==> config.mk <==
export PLATFORM = sky130hd
export DESIGN_NAME = if_fetch_stage
export DESIGN_NICKNAME = d
export VERILOG_FILES = /design/src/rtl/if_fetch_stage_pkg.sv /design/src/rtl/if_fetch_stage_fetch_fifo.sv /design/src/rtl/if_fetch_stage.sv
export SDC_FILE = /design/constraint.sdc
export NUM_CORES = 1
export LEC_CHECK = 0
export ABC_AREA = 1
export BUFFER_PORTS_ARGS = -buffer_cell sky130_fd_sc_hd__buf_2
export CAP_MARGIN = 5
export CORE_MARGIN = 8
export CORE_UTILIZATION = 35
export DETAILED_ROUTE_END_ITERATION = 8
export SLEW_MARGIN = 0
export SYNTH_ARGS = -nofsm -noshare
export SYNTH_HDL_FRONTEND = slang
export SYNTH_SLANG_ARGS = --single-unit
==> constraint.sdc <==
create_clock -name clk -period 8.61 [get_ports clk]
set_clock_uncertainty 0.05 [all_clocks]
set_input_delay 0.4305 -clock clk [delete_from_list [all_inputs] [get_ports clk]]
set_output_delay 0.4305 -clock clk [all_outputs]
set_load 0.01 [all_outputs]
==> src/rtl/if_fetch_stage_pkg.sv <==
// Shared constants for the instruction-fetch stage: bus widths, reset PC,
// NOP encoding and reset polarity.
package if_fetch_stage_pkg;

  localparam int          InstAddrBus    = 32;
  localparam int          InstBus        = 32;
  localparam logic [31:0] ResetPcDefault = 32'h0000_0000;
  localparam logic [31:0] NopInst        = 32'h0000_0000;
  localparam logic        RstEnable      = 1'b1;

endpackage

==> src/rtl/if_fetch_stage_fetch_fifo.sv <==
// Small synchronous FIFO used for the fetch address queue and the data FIFO.
// clear empties it in one cycle; push and pop may coincide even when full.
module fetch_fifo
  import if_fetch_stage_pkg::*;
#(
  parameter int DEPTH = 2,
  parameter int WIDTH = 32,
  localparam int PTR_W = (DEPTH > 1) ? $clog2(DEPTH) : 1,
  localparam int CNT_W = $clog2(DEPTH) + 1
) (
  input  logic             clk,
  input  logic             rst,
  input  logic             clear,
  input  logic             push,
  input  logic [WIDTH-1:0] din,
  input  logic             pop,
  output logic [WIDTH-1:0] dout,
  output logic             full,
  output logic             empty,
  output logic [CNT_W-1:0] count
);

  logic [WIDTH-1:0] mem_q [DEPTH];
  logic [PTR_W-1:0] wr_ptr_q;
  logic [PTR_W-1:0] rd_ptr_q;
  logic [CNT_W-1:0] cnt_q;
  logic             do_push;
  logic             do_pop;

  assign empty   = (cnt_q == '0);
  assign full    = (cnt_q == CNT_W'(DEPTH));
  assign count   = cnt_q;
  assign do_pop  = pop && !empty;
  assign do_push = push && (!full || do_pop);
  assign dout    = mem_q[rd_ptr_q];

  always_ff @(posedge clk) begin
    if (rst == RstEnable || clear) begin
      wr_ptr_q <= '0;
      rd_ptr_q <= '0;
      cnt_q    <= '0;
    end else begin
      if (do_push) wr_ptr_q <= wr_ptr_q + PTR_W'(1);
      if (do_pop)  rd_ptr_q <= rd_ptr_q + PTR_W'(1);
      cnt_q <= cnt_q + CNT_W'(do_push) - CNT_W'(do_pop);
    end
  end

  // Storage needs no reset: empty/count gate every read.
  always_ff @(posedge clk) begin
    if (do_push && !clear) mem_q[wr_ptr_q] <= din;
  end

endmodule

==> src/rtl/if_fetch_stage.sv <==
// Instruction-fetch stage: issues in-order fetches under a credit limit, pairs
// returned words with their PC and presents them to decode with stall/flush.
module if_fetch_stage
  import if_fetch_stage_pkg::*;
#(
  parameter int                ADDR_W   = InstAddrBus,
  parameter int                DATA_W   = InstBus,
  parameter logic [ADDR_W-1:0] RESET_PC = ADDR_W'(ResetPcDefault),
  parameter int                DEPTH    = 2
) (
  input  logic              clk,
  input  logic              rst,
  input  logic              stall_i,
  input  logic              flush_i,
  input  logic [ADDR_W-1:0] flush_pc_i,
  output logic              inst_req_o,
  output logic [ADDR_W-1:0] inst_addr_o,
  input  logic              inst_gnt_i,
  input  logic              inst_rvalid_i,
  input  logic [DATA_W-1:0] inst_rdata_i,
  output logic [ADDR_W-1:0] pc_o,
  output logic [DATA_W-1:0] inst_o,
  output logic              valid_o,
  output logic              err_o
);

  localparam int CNT_W = $clog2(DEPTH) + 1;
  localparam int SUM_W = CNT_W + 2;

  logic                     rst_act;
  logic [ADDR_W-1:0]        pc_q;
  logic [CNT_W-1:0]         drop_q;
  logic                     err_q;

  logic [CNT_W-1:0]         outst_cnt;
  logic [CNT_W-1:0]         df_cnt;
  logic [SUM_W-1:0]         credit_used;
  logic                     accept;
  logic                     rsp_drop;
  logic                     rsp_take;
  logic                     rsp_err;
  logic                     aq_empty;
  logic                     aq_full;
  logic [ADDR_W-1:0]        aq_pc;
  logic                     df_empty;
  logic                     df_full;
  logic                     df_pop;
  logic [ADDR_W+DATA_W-1:0] df_head;
  logic                     unused_full;

  assign rst_act     = (rst == RstEnable);
  assign credit_used = SUM_W'(outst_cnt) + SUM_W'(df_cnt) + SUM_W'(drop_q);
  assign inst_req_o  = !rst_act && !flush_i && (credit_used < SUM_W'(DEPTH));
  assign inst_addr_o = pc_q;
  assign accept      = inst_req_o && inst_gnt_i;

  // The address queue occupancy is the outstanding-request count.
  assign rsp_drop = inst_rvalid_i && (drop_q != '0);
  assign rsp_take = inst_rvalid_i && (drop_q == '0) && !aq_empty;
  assign rsp_err  = inst_rvalid_i && (drop_q == '0) && aq_empty;

  assign valid_o = !rst_act && !df_empty;
  assign df_pop  = valid_o && !stall_i && !flush_i;
  assign pc_o    = valid_o ? df_head[ADDR_W+DATA_W-1:DATA_W] : '0;
  assign inst_o  = valid_o ? df_head[DATA_W-1:0] : DATA_W'(NopInst);
  assign err_o   = err_q;

  assign unused_full = aq_full ^ df_full;

  fetch_fifo #(
    .DEPTH (DEPTH),
    .WIDTH (ADDR_W)
  ) u_addr_q (
    .clk   (clk),
    .rst   (rst),
    .clear (flush_i),
    .push  (accept),
    .din   (pc_q),
    .pop   (rsp_take),
    .dout  (aq_pc),
    .full  (aq_full),
    .empty (aq_empty),
    .count (outst_cnt)
  );

  fetch_fifo #(
    .DEPTH (DEPTH),
    .WIDTH (ADDR_W + DATA_W)
  ) u_data_q (
    .clk   (clk),
    .rst   (rst),
    .clear (flush_i),
    .push  (rsp_take),
    .din   ({aq_pc, inst_rdata_i}),
    .pop   (df_pop),
    .dout  (df_head),
    .full  (df_full),
    .empty (df_empty),
    .count (df_cnt)
  );

  always_ff @(posedge clk) begin
    if (rst_act) begin
      pc_q   <= RESET_PC;
      drop_q <= '0;
      err_q  <= 1'b0;
    end else begin
      if (flush_i) begin
        pc_q   <= {flush_pc_i[ADDR_W-1:2], 2'b00};
        // Everything in flight becomes stale; a response landing now is already accounted for.
        drop_q <= drop_q + outst_cnt - CNT_W'(rsp_drop || rsp_take);
      end else begin
        if (accept)   pc_q   <= pc_q + ADDR_W'(4);
        if (rsp_drop) drop_q <= drop_q - CNT_W'(1);
      end
      if (rsp_err) err_q <= 1'b1;
    end
  end

endmodule

== Word level (Yosys, flattened, before mapping) ==
Memories as Yosys holds them, arrays and structs flattened. A register that Yosys moved wholly into a read port is not among the register bits.
Cells that the tools add are included.
Widths: inputs -> output; s select.
Word-level totals
  register bits: 43
  bits in writable memories: 192
  input port bits: 70
  output and inout port bits: 99
  logic and storage cells: 77
  memories: 2
Memory list
  u_data_q.mem_q: depth 2, width 64, read ports 1, clocked after Yosys merged registers in 1, write ports 1, RTL line if_fetch_stage_fetch_fifo.sv:23  | logic [WIDTH-1:0] mem_q [DEPTH];
  u_addr_q.mem_q: depth 2, width 32, read ports 1, clocked after Yosys merged registers in 1, write ports 1, RTL line if_fetch_stage_fetch_fifo.sv:23
Cells by class
  add/subtract/negate cells: 14
  order comparisons: 1
  equality and inequality tests: 2
  multiplexer cells: 14
  reduce and logical (&&, ||, !) cells: 34
Operator list (number)
  $mux 32: 4
  $add 32x3->32 const B: 1
  $logic_and 1x1->1: 16
  $mux 1: 8
  $logic_not 1->1: 7
  $logic_not 2->1: 3
  $reduce_bool 2->1: 3
  $sub 2x1->2: 3
  $add 1x1->1 const B: 4
  $add 2x1->2: 2
  $add 3x2->4: 1
  $eq 2x2->1 const B: 2
  $logic_or 1x1->1: 4
  $lt 4x2->1 const B: 1
  $mux 2: 2
  $add 2x2->3: 1
  $add 2x2->2: 1
  $reduce_or 2->1: 1
  $sub 2x1->2 const B: 1

== Logic depth before layout (Yosys ltp) ==
  word-level depth: 11
  depth in mapped cells: 13
  depth with buffers taken out: 13

== Cells and area by module ==
From an unflattened synthesis, not the netlist that was laid out.
Second synthesis, totals
  cells, all modules: 914
  area, all modules: 10920.5 um2
By module, submodules not included
  fetch_fifo at u_data_q: times used 1, cells each 240, area an instance 5180.0 um2, seq. area each 3943.8 um2
  if_fetch_stage: times used 1, cells each 530, area an instance 3012.9 um2, seq. area each 660.6 um2
  fetch_fifo at u_addr_q: times used 1, cells each 144, area an instance 2727.6 um2, seq. area each 2021.9 um2

== Worst setup path before layout ==
Ideal clock, no wire load.
  path kind: input-to-reg
  start point: input port rst
  end point: memory u_data_q.mem_q[0][0] (netlist bit), enable pin
  setup time: 558 ps
  arrival time: 5256 ps
  required time: 8002 ps
  slack: 2745 ps
  stages on the path: 6
  path buffers: 1
  path through: buf_6 a21oi_4 nand3_2 nand3_1 nand2_1 nor3_1
On the way
  cells in the longest elaborated chain, start to end: 10
RTL lines
  from (decl): RTL line if_fetch_stage.sv:12  | input logic rst,
  $logic_not 1->1: RTL line if_fetch_stage.sv:62  | assign valid_o = !rst_act && !df_empty;
  $logic_and 1x1->1: RTL line if_fetch_stage.sv:62
  $logic_and 1x1->1 (2 in series): RTL line if_fetch_stage.sv:63  | assign df_pop = valid_o && !stall_i && !flush_i;
  $logic_and 1x1->1: RTL line if_fetch_stage_fetch_fifo.sv:33  | assign do_pop = pop && !empty;
  $logic_or 1x1->1: RTL line if_fetch_stage_fetch_fifo.sv:34  | assign do_push = push && (!full || do_pop);
  $logic_and 1x1->1: RTL line if_fetch_stage_fetch_fifo.sv:34
  $logic_and 1x1->1: RTL line if_fetch_stage_fetch_fifo.sv:51  | if (do_push && !clear) mem_q[wr_ptr_q] <= din;
  $mux 1: RTL line if_fetch_stage_fetch_fifo.sv:51
  $mux 1 (implied by the code): RTL line if_fetch_stage_fetch_fifo.sv:51
  to (decl): RTL line if_fetch_stage_fetch_fifo.sv:23
Every way passes these cells.

== Worst setup path after layout ==
  start point: register u_addr_q.cnt_q[1] (netlist: u_addr_q.count[1])
  end point: memory u_addr_q.mem_q[0][29], enable pin
On the way
  cells in the longest elaborated chain, start to end: 9
  elaborated cells on any way between the ends: 16
  classes of those cells: add/sub: 2; order compare: 1; eq/ne: 1; mux: 2; reduce/logical: 10
RTL lines
  from (decl): RTL line if_fetch_stage_fetch_fifo.sv:26  | logic [CNT_W-1:0] cnt_q;
  from (signal assigned): RTL line if_fetch_stage_fetch_fifo.sv:45  | cnt_q <= cnt_q + CNT_W'(do_push) - CNT_W'(do_pop);
  $add 2x2->3 or $logic_not 2->1 (tied branches): RTL line if_fetch_stage.sv:52, if_fetch_stage_fetch_fifo.sv:30
  $add 3x2->4 or $logic_not 1->1 (tied branches): RTL line if_fetch_stage.sv:52, if_fetch_stage_fetch_fifo.sv:33, if_fetch_stage.sv:59
  $lt 4x2->1 or $logic_and 1x1->1 (tied branches): RTL line if_fetch_stage.sv:53, if_fetch_stage.sv:59
  $logic_and 1x1->1, on equally long branches: RTL line if_fetch_stage.sv:53, if_fetch_stage_fetch_fifo.sv:33
  $logic_and 1x1->1 or $logic_or 1x1->1 (tied branches): RTL line if_fetch_stage.sv:55, if_fetch_stage_fetch_fifo.sv:34
  $logic_and 1x1->1 (*): RTL line if_fetch_stage_fetch_fifo.sv:34
  $logic_and 1x1->1 (*): RTL line if_fetch_stage_fetch_fifo.sv:51
  $mux 1 (*): RTL line if_fetch_stage_fetch_fifo.sv:51
  $mux 1 (implied by the code) (*): RTL line if_fetch_stage_fetch_fifo.sv:51
  to (decl): RTL line if_fetch_stage_fetch_fifo.sv:23
Mark *: on every way between the ends. The rest lies on a longest branch, timed or not.

==> flow_summary.yaml <==
outcome:
  outcome: "completed"
routing:
  vias_per_cell: 4.59
  firstDrtPassIters: 5
  wl_mm: 23.9
  num_vias: 6650
  routedWlPerCell_um: 16.5
  post-route-drc-count: 0
  drtIter0Drc: 357
  ant_nets: 0
synthesis:
  async_reset_ff_share_pct: 0
  yosys.cell_types.count: 42
  synth.largest_area_cell: "edfxtp_1"
  synthTopCellsByArea: "edfxtp_1 (55%), mux2_2 (10%), dfxtp_1 (8.6%)"
  synth_edf_count: 184
  syn_area_um2: 10000
  syn-instance-count: 879
  ys_seq_elements: 227
  syn_area_per_cell_um2: 11.4
  yosys.area.top_type_share_pct: 55.0
  yosys_warnings: 0
  yosysSeqAreaShare_pct: 63.6
  synth_flop_cell: "edfxtp_1"
power:
  combinationalPowerShare_pct: 4.7
  clock_power_share_pct: 45.6
  p_per_area_nw_per_um2: 204
  p_int_uw: 1950
  p_seq_share_pct: 49.7
  p_sw_uw: 523
  ir_drop_v: 0.000129
  switching_share_pct: 21.2
  p_leak_uw: 0.00511
sta:
  setup_tns_ns: 0
  rsz0062_at_grt: "no"
  finalSetupViolations: 0
  slew-limit-headroom_pct: 37.5
  fmax_mhz: 285
  hold_violations: 0
  period_share_pct: 40.8
  period_needed_ns: 3.51
  worst_pin_slew_ns: 0.937
  drv_slew: 0
cts:
  hold_buffers: 0
  clk_pin_slew_worst_paths_ns: 0.06
  cts_setup_buffers: 0
  clk_latency_ns: 0.53
  cts_buffers: 26
  cts_buffer_depth: 3
  htree_levels: 1
  cts_tree: "done"
  cts.sinks: 227
  cts_root_buffer: "clkbuf_16"
  cts_resized: 0
critical_path:
  rr_worst_depth: 10
  critPathCaptureType: "flip-flop"
  reg2reg_from: "u_addr_q.count[1]$_SDFF_PP0_"
  crit_type: "reg2reg"
  worstPathRequired_ns: 8.72
  startpoint_type: "flip-flop"
  crit_path_max_fanout: 30
  reg2reg_slack_ns: 5.10
  crit_arrival_ns: 3.62
  timing.rr.end: "u_addr_q.mem_q[0][29]$_DFFE_PP_"
floorplan:
  die_x_um: 185
  initial_core_util_pct: 35.3
  dieArea_um2: 34400
  num_io_pins: 169
  chipHeight_um: 185
  coreArea_um2: 28500
  num_rows: 62
placement:
  io_buffers: 162
  dp_hpwl_mm: 15.7
  place_congestion: 0.843
hold_path:
  hold_depth: 1
  holdPathEnd: "u_data_q.mem_q[0][12]$_DFFE_PP_"
  hold_path_startpoint: "inst_rdata_i[12]"
  min_path_type: "in2reg"
global_route:
  grtUsageTotal_pct: 13.8
  grt_pass1_wl_mm: 37.1
  grt_overflow: 0
  grt_max_degree: 65
  grt_pass1_vias: 6785
  antenna_found_initial: 0
finish:
  finalNetCount: 1126
  finish.utilization_pct: 42.6
  drive_gt1_share_pct: 30.9
  n_antenna_cell: 0
  areaGrowthSynthToFinish_pct: 20.7
  final_cell_mix: "edfxtp_1 (184), nand2_1 (177), buf_2 (162)"
  layout_commonest_cell: "edfxtp_1"
run:
  cap_violations: 0
==> worst max-delay path, stage by stage (launching register included) <==
cell	delay, ns
dfxtp_1	0.41
inv_1	0.11
fa_1	0.51
inv_1	0.04
ha_1	0.18
nor2_1	0.22
nand4_4	0.31
inv_2	0.46
nand2_1	0.24
nor3_2	0.15
buf_4	0.42
==> area by class of cell <==
class | instances | area (um2)
inverter | 131 | 492
timing repair buffer | 168 | 856
fill | 2737 | 16300
tap | 384 | 480
clock buffer | 32 | 704
sequential | 227 | 6390
clock inverter | 16 | 184
multi-input combinational | 491 | 3020
==> layer usage <==
metal / part of all wire [%] / up-vias / routed length (um) / track usage, %
met5: 0 / - / 0 / 0
met4: 2.0 / 0 / 478 / 4.19
met3: 7.8 / 30 / 1860 / 3.04
met2: 47 / 194 / 11200 / 23.7
met1: 43 / 3137 / 10400 / 17.1
li1: - / 3289 / - / -
==> kinds of logic after synthesis <==
group,synth area share [%]
adders and majority gates,1.45
xor gates and xnor gates,0.611
other,0.0373
AOI/OAI and AO/OA,3.83
muxes,10.4
DFF,63.6
buffers and inverters,6.65
and+or+nand+nor,13.4
==> cells in the mapped netlist, drive strengths merged (2+ instances only) <==
master,instances
nand3b,4
ha,10
mux2,92
inv,130
nor2,60
clkbuf,13
o21ai,28
and2,2
buf,20
xor2,6
o21bai,3
nand4,6
nand2,180
nand3,41
a211oi,2
a31oi,5
nor3,10
a21oi,28
edfxtp,184
dfxtp,43
or2,3
==> power groups by stage <==
stage	Combinational, uW	Clock, uW	Sequential (uW)
after floorplan	66.6	0	1250
after global placement	114	0	1250
after detailed placement	117	0	1250
after CTS	118	1170	1230
after global routing	130	1200	1230
final	116	1130	1230
==> registers in the layout (all words and copies together), names as in the netlist, named ones only <==
register           count
u_data_q.mem_q       124
u_addr_q.wr_ptr_q      1
u_data_q.wr_ptr_q      1
u_addr_q.mem_q        60
err_o                  1
u_addr_q.rd_ptr_q      1
u_data_q.count         2
u_addr_q.count         2
inst_addr_o           30
drop_q                 2
u_data_q.rd_ptr_q      1
==> worst max-delay path by stage <==
stage,start,endpoint,slack [ns],cells past startpoint
2_1_floorplan,rst,u_data_q.mem_q[0][0]$_DFFE_PP_,2.75,6
3_3_place_gp,u_addr_q.count[1]$_SDFF_PP0_,u_addr_q.mem_q[0][28]$_DFFE_PP_,5.15,10
3_5_place_dp,u_addr_q.count[1]$_SDFF_PP0_,u_addr_q.mem_q[0][23]$_DFFE_PP_,5.11,10
4_1_cts,u_addr_q.count[1]$_SDFF_PP0_,u_addr_q.mem_q[0][22]$_DFFE_PP_,5.07,10
5_1_grt,u_addr_q.count[1]$_SDFF_PP0_,u_addr_q.mem_q[0][20]$_DFFE_PP_,4.85,10
6_report,u_addr_q.count[1]$_SDFF_PP0_,u_addr_q.mem_q[0][29]$_DFFE_PP_,5.10,10
==> metrics by stage <==
step	setup slack (ns)	instance area [um2]	hold slack [ns]	power [uW]	std cells
6_report	5.10	12100	0.0400	2470	1449
5_1_grt	4.85	12100	0.0161	2570	1449
4_1_cts	5.07	12100	0.00605	2510	1449
3_5_place_dp	5.11	11200	0.395	1370	1401
3_3_place_gp	5.15	11200	0.379	1360	1401
2_1_floorplan	2.75	10100	0.375	1310	882
No activity file was read; power rests on OpenSTA's default activity.
